$ cat src/rtl/rv_fetch_stage_pkg.sv
// Shared types for the RISC-V instruction fetch stage.
// Holds the fetch FSM state encoding and the buffered entry layout.
package rv_fetch_stage_pkg;

    localparam int unsigned FETCH_XLEN = 32;

    typedef enum logic [1:0] {
        BOOT  = 2'd0,
        RUN   = 2'd1,
        FLUSH = 2'd2
    } fetch_state_e;

    typedef struct packed {
        logic [FETCH_XLEN-1:0] pc;
        logic [31:0]           inst;
    } fetch_entry_t;

endpackage

$ cat src/rtl/rv_fetch_stage_fifo.sv
// Small synchronous FIFO with single-edge flush.
// Used both as the instruction buffer and as the request PC tag queue.
module rv_sync_fifo #(
    parameter int WIDTH = 32,
    parameter int DEPTH = 4
) (
    input  logic                   CLK,
    input  logic                   RST,
    input  logic                   push,
    input  logic [WIDTH-1:0]       wdata,
    input  logic                   pop,
    input  logic                   flush,
    output logic [WIDTH-1:0]       rdata,
    output logic                   full,
    output logic                   empty,
    output logic [$clog2(DEPTH):0] count
);

    localparam int AW = $clog2(DEPTH);

    logic [WIDTH-1:0] mem [DEPTH];
    logic [AW-1:0]    wptr;
    logic [AW-1:0]    rptr;
    logic             do_push;
    logic             do_pop;

    assign full    = (count == (AW+1)'(DEPTH));
    assign empty   = (count == '0);
    assign do_push = push && !flush && (!full || pop);
    assign do_pop  = pop && !flush && !empty;
    assign rdata   = mem[rptr];

    // Storage array, written only on an accepted push.
    always_ff @(posedge CLK) begin
        if (do_push) mem[wptr] <= wdata;
    end

    // Pointers and occupancy; flush empties the queue in one edge.
    always_ff @(posedge CLK or negedge RST) begin
        if (!RST) begin
            wptr  <= '0;
            rptr  <= '0;
            count <= '0;
        end else if (flush) begin
            wptr  <= '0;
            rptr  <= '0;
            count <= '0;
        end else begin
            if (do_push) wptr <= wptr + AW'(1);
            if (do_pop)  rptr <= rptr + AW'(1);
            unique case ({do_push, do_pop})
                2'b10:   count <= count + (AW+1)'(1);
                2'b01:   count <= count - (AW+1)'(1);
                default: count <= count;
            endcase
        end
    end

endmodule

$ cat src/rtl/rv_fetch_stage.sv
// Instruction fetch stage: credit-limited requests, PC tagging,
// in-order buffering and redirect flush of in-flight responses.
module rv_fetch_stage
    import rv_fetch_stage_pkg::*;
#(
    parameter int              XLEN       = 32,
    parameter logic [XLEN-1:0] RESET_PC   = '0,
    parameter int              FIFO_DEPTH = 4
) (
    input  logic            CLK,
    input  logic            RST,
    output logic            imem_req_valid,
    input  logic            imem_req_ready,
    output logic [XLEN-1:0] imem_req_addr,
    input  logic            imem_rsp_valid,
    input  logic [31:0]     imem_rsp_data,
    input  logic            redirect_valid,
    input  logic [XLEN-1:0] redirect_pc,
    output logic            inst_valid,
    input  logic            inst_ready,
    output logic [31:0]     inst_data,
    output logic [XLEN-1:0] inst_pc
);

    localparam int CW = $clog2(FIFO_DEPTH) + 1;

    fetch_state_e    state_q;
    fetch_state_e    state_d;
    logic [XLEN-1:0] fetch_pc_q;
    logic [XLEN-1:0] fetch_pc_d;
    logic [CW-1:0]   out_q;
    logic [CW-1:0]   out_d;
    logic [CW-1:0]   kill_q;
    logic [CW-1:0]   kill_d;
    logic [CW-1:0]   inst_cnt;
    logic [CW-1:0]   tag_cnt;
    logic [CW:0]     used;
    logic            inst_full;
    logic            inst_empty;
    logic            tag_full;
    logic            tag_empty;
    logic [XLEN-1:0] tag_pc;
    fetch_entry_t    push_e;
    fetch_entry_t    head_e;
    logic            acc;
    logic            redir;
    logic            run_rsp;
    logic            unused_ok;

    assign used = {1'b0, out_q} + {1'b0, inst_cnt};
    assign imem_req_valid = (state_q == RUN) &&
                            (used < (CW+1)'(FIFO_DEPTH));
    assign imem_req_addr  = fetch_pc_q;
    assign acc     = imem_req_valid && imem_req_ready;
    assign redir   = redirect_valid && (state_q != BOOT);
    assign run_rsp = imem_rsp_valid && (state_q == RUN);
    assign out_d   = out_q + CW'(acc) - CW'(imem_rsp_valid);

    // Buffer entry: response data tagged with its request address.
    always_comb begin
        push_e      = '0;
        push_e.pc   = FETCH_XLEN'(tag_pc);
        push_e.inst = imem_rsp_data;
    end

    // Next state, kill count and fetch PC; redirect wins over all.
    always_comb begin
        state_d    = state_q;
        kill_d     = kill_q;
        fetch_pc_d = fetch_pc_q;
        unique case (state_q)
            BOOT: state_d = RUN;
            RUN: begin
                if (redir && out_d != '0) state_d = FLUSH;
            end
            FLUSH: begin
                if (redir)
                    state_d = (out_d != '0) ? FLUSH : RUN;
                else if (imem_rsp_valid && kill_q == CW'(1))
                    state_d = RUN;
            end
            default: state_d = BOOT;
        endcase
        if (redir) begin
            kill_d     = out_d;
            fetch_pc_d = {redirect_pc[XLEN-1:2], 2'b00};
        end else begin
            if (state_q == FLUSH && imem_rsp_valid)
                kill_d = kill_q - CW'(1);
            if (acc)
                fetch_pc_d = fetch_pc_q + XLEN'(4);
        end
    end

    // State, PC and counter registers.
    always_ff @(posedge CLK or negedge RST) begin
        if (!RST) begin
            state_q    <= BOOT;
            fetch_pc_q <= RESET_PC;
            out_q      <= '0;
            kill_q     <= '0;
        end else begin
            state_q    <= state_d;
            fetch_pc_q <= fetch_pc_d;
            out_q      <= out_d;
            kill_q     <= kill_d;
        end
    end

    rv_sync_fifo #(
        .WIDTH ($bits(fetch_entry_t)),
        .DEPTH (FIFO_DEPTH)
    ) u_inst_fifo (
        .CLK   (CLK),
        .RST   (RST),
        .push  (run_rsp),
        .wdata (push_e),
        .pop   (inst_ready),
        .flush (redir),
        .rdata (head_e),
        .full  (inst_full),
        .empty (inst_empty),
        .count (inst_cnt)
    );

    rv_sync_fifo #(
        .WIDTH (XLEN),
        .DEPTH (FIFO_DEPTH)
    ) u_tag_fifo (
        .CLK   (CLK),
        .RST   (RST),
        .push  (acc),
        .wdata (fetch_pc_q),
        .pop   (run_rsp),
        .flush (redir),
        .rdata (tag_pc),
        .full  (tag_full),
        .empty (tag_empty),
        .count (tag_cnt)
    );

    assign inst_valid = !inst_empty;
    assign inst_data  = inst_valid ? head_e.inst : '0;
    assign inst_pc    = inst_valid ? XLEN'(head_e.pc) : '0;

    assign unused_ok = ^{inst_full, tag_full, tag_empty,
                         tag_cnt, redirect_pc[1:0]};

endmodule

$ cat config.mk
export PLATFORM = sky130hd
export DESIGN_NAME = rv_fetch_stage
export DESIGN_NICKNAME = d
export VERILOG_FILES = /design/src/rtl/rv_fetch_stage_pkg.sv /design/src/rtl/rv_fetch_stage_fifo.sv /design/src/rtl/rv_fetch_stage.sv
export SDC_FILE = /design/constraint.sdc
export NUM_CORES = 1
export LEC_CHECK = 0
export ABC_AREA = 1
export CORE_ASPECT_RATIO = 0.75
export CORE_MARGIN = 1
export CORE_UTILIZATION = 57
export DETAILED_ROUTE_END_ITERATION = 12
export HOLD_SLACK_MARGIN = 0.02
export PLACE_DENSITY = 0.91
export SYNTH_ARGS = -nofsm -noshare
export SYNTH_HDL_FRONTEND = slang
export SYNTH_SLANG_ARGS = --single-unit
$ cat constraint.sdc
create_clock -name CLK -period 4.5 [get_ports CLK]
set_clock_uncertainty 0.15 [all_clocks]
set_input_delay 1.35 -clock CLK [delete_from_list [all_inputs] [get_ports CLK]]
set_output_delay 1.35 -clock CLK [all_outputs]
set_load 0.005 [all_outputs]
## Word level (Yosys, flattened, before mapping)

Memories as Yosys holds them, arrays and structs flattened.
Cells that the tools add are included.

| storage, ports and cells | value |
|---|---|
| memories kept | 2 |
| output and inout bits | 98 |
| memory bits (writable) | 384 |
| bits in registers | 54 |

| operators by class | value |
|---|---|
| eq/ne operators | 11 |
| reduce and logical (&&, ||, !) cells | 35 |
| mux-type cells | 27 |
| order comparisons | 1 |
| $add $sub $neg | 13 |

Memory list:

| name | words | bits a word | read ports | clocked after memory_dff | write ports | line | source |
|---|---|---|---|---|---|---|---|
| u_inst_fifo.mem | 4 | 64 | 1 | 0 | 1 | rv_fetch_stage_fifo.sv:21 | `logic [WIDTH-1:0] mem [DEPTH];` |
| u_tag_fifo.mem | 4 | 32 | 1 | 0 | 1 | rv_fetch_stage_fifo.sv:21 |  |

Operators with widths:

| kind | number |
|---|---|
| 32-bit 2-to-1 mux | 4 |
| 32-bit by 3-bit adder with 32-bit output (second input constant) | 1 |
| 2-bit 2-to-1 mux | 12 |
| 1-bit logical AND | 14 |
| 2-bit nonzero test | 7 |
| 3-bit 2-to-1 mux | 4 |
| 3-bit one-hot mux with 2 select lines | 2 |
| 3-bit nonzero test | 3 |
| 3-bit by 1-bit subtractor with 3-bit output (second input constant) | 3 |
| 2-bit by 1-bit adder with 2-bit output (second input constant) | 4 |
| 3-bit by 1-bit adder with 3-bit output (second input constant) | 2 |
| 2-bit by 1-bit equality test with 1-bit output (second input constant) | 3 |
| 2-bit equality test (second input constant) | 3 |
| 3-bit equality test (second input constant) | 2 |
| 3-bit logical NOT | 2 |
| 2-bit one-hot mux with 3 select lines | 1 |
| 1-bit logical NOT | 5 |
| 3-bit by 3-bit adder with 4-bit output | 1 |
| 4-bit by 3-bit < comparator with 1-bit output (second input constant) | 1 |
| 1-bit 2-to-1 mux | 4 |
| 3-bit by 1-bit adder with 3-bit output | 1 |
| 3-bit by 1-bit equality test with 1-bit output (second input constant) | 1 |
| 3-bit inequality test (second input constant) | 1 |
| 3-bit by 1-bit subtractor with 3-bit output | 1 |
| 4 further kinds | 5 |

## Depth between registers and ports, before layout

| logic depth | value |
|---|---|
| word-level depth | 10 |
| mapped depth | 16 |

## Cells and area by module

From an unflattened synthesis, not the netlist that was laid out.

| unflattened totals | value |
|---|---|
| cells, all modules | 1642 |
| area total of the unflattened synthesis | 18659.1 µm² |

By module, submodules not included:

| module | cells an instance | area each (µm²) | times used |
|---|---|---|---|
| rv_sync_fifo at u_inst_fifo | 685 | 10010.9 | 1 |
| rv_sync_fifo at u_tag_fifo | 375 | 5235.0 | 1 |
| rv_fetch_stage | 582 | 3413.3 | 1 |

## Least setup slack after synthesis

OpenSTA, ideal clock, no wires.

| timing path | value |
|---|---|
| path kind | in2reg |
| start point | in imem_rsp_valid |
| end point | mem u_inst_fifo.mem[0][0] in the netlist's numbering (enable) |
| buffers on the path | 0 |
| cell stages on the path | 4 |
| data arrival time | 4.300 ns |
| data required time | 3.868 ns |
| setup slack | -0.432 ns |
| setup time | 0.482 ns |
| cell sequence | nand3_2 -> nor2_2 -> nand2_2 -> nor2_1 |

| on the way | value |
|---|---|
| word-level cells in the longest chain between the ends | 5 |

Ends and longest elaborated chain:

| what | line | source |
|---|---|---|
| from (decl) | rv_fetch_stage.sv:15 | `input logic imem_rsp_valid,` |
| 1-bit logical AND | rv_fetch_stage.sv:56 | `assign run_rsp = imem_rsp_valid && (state_q == RUN);` |
| 1-bit logical AND (2 in a row) | rv_fetch_stage_fifo.sv:29 | `assign do_push = push && !flush && (!full \|\| pop);` |
| 1-bit 2-to-1 mux | rv_fetch_stage_fifo.sv:35 | `if (do_push) mem[wptr] <= wdata;` |
| 1-bit 2-to-1 mux (not written as such) | rv_fetch_stage_fifo.sv:35 |  |
| to (decl) | rv_fetch_stage_fifo.sv:21 |  |

No other way between the ends.

## Worst setup path in the final report

| timing path | value |
|---|---|
| start point | reg u_inst_fifo.rptr[0] |
| end point | out inst_pc[18] |

| on the way | value |
|---|---|
| word-level cells in the longest chain between the ends | 2 |

Ends and longest elaborated chain:

| what | line | source |
|---|---|---|
| from (decl) | rv_fetch_stage_fifo.sv:23 | `logic [AW-1:0] rptr;` |
| from (signal assigned) | rv_fetch_stage_fifo.sv:50 | `if (do_pop) rptr <= rptr + AW'(1);` |
| memory read 4 x 64 bit | -- |  |
| 32-bit 2-to-1 mux | rv_fetch_stage.sv:144 | `assign inst_pc = inst_valid ? XLEN'(head_e.pc) : '0;` |
| to (decl) | rv_fetch_stage.sv:22 | `output logic [XLEN-1:0] inst_pc` |

No other way between the ends.

==> flow_metrics.py <==
metrics = {
    "power": {
        "vdd_drop_max_uv": 395.6,
        "p_leak_nw": 7.511,
        "p_total_mw": 13.25,
        "power_density_nw_per_um2": 632.1,
    },
    "placement": {
        "dp_hpwl_um": 25380,
        "numPortBuffers": 161,
        "place_congestion": 0.9261,
        "pre_cts_slack_ns": 0.6269,
    },
    "layout": {
        "final_net_count": 1777,
        "synthToLayoutAreaGrowth_pct": 19.77,
        "final_layout_size_suffix_gt1_frac": 0.06989,
        "diodes": 0,
    },
    "sta": {
        "max_freq_ghz": 0.2335,
        "tightest_slew_ns": 1.105,
        "fin_ws_ns": 0.2180,
        "rsz0062_at_grt": "false",
        "post-route-min-period_ns": 4.282,
        "period_share": 0.9516,
        "slew_viol_final": 0,
        "slew_headroom": 0.2633,
        "finalSetupViolations": 0,
        "hold_violations": 0,
    },
    "clocking": {
        "cts_made_buffers": 39,
        "cts_resized": 0,
        "cts_sinks": 420,
        "cts_setup_buffers": 0,
        "clk_pin_slew_ns": 0.06,
        "cts.path.max_buffers": 3,
        "clk_latency_ns": 0.53,
        "cts_tree": "built",
        "ctsHoldBuffers": 0,
        "htreeDepth": 2,
        "root_buffer": "clkbuf_16",
    },
    "grt": {
        "overflow": 0,
        "grt_max_degree": 63,
        "first_global_vias": 11990,
        "grt_pass1_wl_um": 63780,
        "grt_usage": 0.2635,
        "antenna_found_initial": 0,
    },
    "drt": {
        "wl_per_cell_um": 19.34,
        "drcViolationCount": 0,
        "first_pass_iters": 5,
        "vias": 12190,
        "routed_wl_um": 40930,
        "post_drt_via_cell_ratio": 5.760,
        "first_iter_violations": 1258,
        "ant_nets": 0,
    },
    "yosys": {
        "synth_seq_area_share": 0.7057,
        "yosysTopAreaCell": "edfxtp_1",
        "synth_warnings": 0,
        "ys_types": 40,
        "synth.top_cell.area_share": 0.6314,
        "syn_inst": 1526,
        "netlist_area_um2": 17500,
        "synth.avg_cell_area_um2": 11.47,
        "synth_area_leaders": "edfxtp_1 (63%), nor2_1 (7.8%), dfrtp_1 (7.4%), o21ai_0 (5.7%), nand2_1 (3.4%)",
        "synth-seq-cells": 420,
    },
    "die": {
        "io_pins": 168,
        "coreArea_um2": 30210,
        "rows": 55,
        "die_w_um": 204.3,
        "start_util": 0.5794,
        "fp.dieArea_um2": 31420,
        "die_y_um": 153.8,
    },
    "hold_path": {
        "hold_end": "u_inst_fifo.count[0]$_DFFE_PN0P_",
        "hold_depth": 1,
        "hold_path.class": "reg -> reg",
        "hp-start": "u_inst_fifo.count[0]$_DFFE_PN0P_",
    },
    "critical_path": {
        "worstSetupPathType": "reg -> out",
        "cpMaxStageDelayCell": "dfrtp_4",
        "required_ns": 3.00,
        "crit_top_cell": "nor2_1",
        "max_stage_delay_ns": 0.69,
        "reg2reg_slack_ns": 1.39,
        "cp-end-kind": "output port",
        "r2r_end": "u_inst_fifo.mem[2][52]$_DFFE_PP_",
        "cp_max_fo": 33,
        "critPathArrivalTime_ns": 2.78,
        "reg2regPathDepth": 3,
        "reg2reg_from": "u_tag_fifo.rptr[1]$_DFFE_PN0P_",
        "crit_chain": "buf_4, nor2_1, nor2_1, o21ai_0, a21oi_1, clkdlybuf4s50_1",
        "startpoint_type": "flip-flop",
    },
    "run": {
        "maxCapViolations": 0,
    },
    "status": {
        "status": "finished, final reports clean",
    },
}
==> worst max-delay path by stage <==
stage	start	endpoint	slack (ns)
2_1_floorplan	imem_rsp_valid	u_inst_fifo.mem[0][0]$_DFFE_PP_	-0.43
3_3_place_gp	imem_rsp_valid	u_inst_fifo.count[2]$_DFFE_PN0P_	0.73
3_5_place_dp	imem_rsp_valid	u_inst_fifo.count[2]$_DFFE_PN0P_	0.63
4_1_cts	u_inst_fifo.rptr[0]$_DFFE_PN0P_	inst_pc[18]	0.16
5_1_grt	u_inst_fifo.rptr[0]$_DFFE_PN0P_	inst_pc[18]	0.06
6_report	u_inst_fifo.rptr[0]$_DFFE_PN0P_	inst_pc[18]	0.22
==> flip-flops by register name, summed over array words and instances, names as in the netlist <==
signal / cells
kill_q: 3
u_inst_fifo.mem: 248
u_tag_fifo.mem: 120
u_inst_fifo.count: 3
u_tag_fifo.wptr: 2
u_tag_fifo.count: 3
state_q: 2
u_inst_fifo.rptr: 2
imem_req_addr: 30
u_tag_fifo.rptr: 2
out_q: 3
u_inst_fifo.wptr: 2
==> layout make-up <==
class / instances / area (um2)
repair buffers: 197 / 2002
fillers: 1986 / 9246
flip-flops and latches: 420 / 12360
well taps: 399 / 499.2
clock buffers: 51 / 1021
multi-input cells: 960 / 4594
clock inverters: 18 / 224.0
inverters: 71 / 266.5
==> cells in the final DEF (no fill, tap or decap), types with 3 or more instances in the layout <==
master,count
xor2_1,17
nand3b_1,3
xnor2_1,4
o211ai_1,6
clkbuf_16,39
edfxtp_1,368
nor3_1,8
inv_1,64
nand4_1,6
nand2_2,3
bufinv_16,5
inv_2,6
clkbuf_1,12
nor2_4,5
nand3_1,46
nand2_1,158
clkinv_1,7
fa_1,3
nor2_2,5
dfrtp_1,50
conb_1,4
nor2_1,357
buf_12,10
a21oi_1,73
ha_1,15
clkdlybuf4s50_1,160
o22ai_1,31
buf_4,26
o21ai_0,200
==> metal layers <==
layer | wire [um] | up-vias | global-route usage
li1 | - | 5633 | -
met1 | 16530 | 5935 | 0.3641
met2 | 20380 | 557 | 0.4370
met3 | 3305 | 64 | 0.04621
met4 | 713 | 0 | 0.06503
met5 | 0 | - | 0
==> where the power goes <==
part           total, mW  switching, mW  internal (mW)  leakage [nW]
combinational       4.51           2.52           1.99          2.95
clock               3.25           1.36           1.89         0.596
sequential          5.49          0.571           4.92          3.96
==> worst max-delay path: cells and delay by family, from the launching register on <==
family	cells	cell delay (ns)
flip-flops	1	0.69
buffers and inverters	2	0.98
AND/OR/NAND/NOR	2	0.19
AO/OA/AOI/OAI	2	0.37
==> synthesized netlist by cell type, drive strengths merged <==
master	instances
nor3	9
nand4	8
o211ai	6
inv	70
clkinv	1
fa	3
o22ai	31
buf	26
nor3b	1
clkbuf	52
a21oi	75
nand3b	3
o221ai	1
dfrtp	52
o21ai	202
nand3	48
edfxtp	368
a31oi	2
ha	15
nor2	368
nand2	163
xnor2	4
xor2	17
conb	1
==> metrics by stage <==
step	instances	cell area (um2)	TNS, ns	utilization	hold WS (ns)
6_report	2116	20960	0	0.6939	0.4067
5_1_grt	2116	20960	0	0.6939	0.4301
4_1_cts	2116	20960	0	0.6939	0.4154
3_5_place_dp	2047	19720	0	0.6527	0.4066
3_3_place_gp	2047	19720	0	0.6527	0.3957
2_1_floorplan	1529	17510	-107.12	-	0.3640
==> cell families after synthesis <==
logic type | Yosys count | share of synthesized area
buffers and inverters | 149 | 0.03474
other | 1 | 0.0002142
AOI/OAI and AO/OA | 317 | 0.09558
xor gates and xnor gates | 21 | 0.01051
and+or+nand+nor | 600 | 0.1391
DFF | 420 | 0.7057
adders and majority gates | 18 | 0.01415
(Power assumes the default switching activity.)
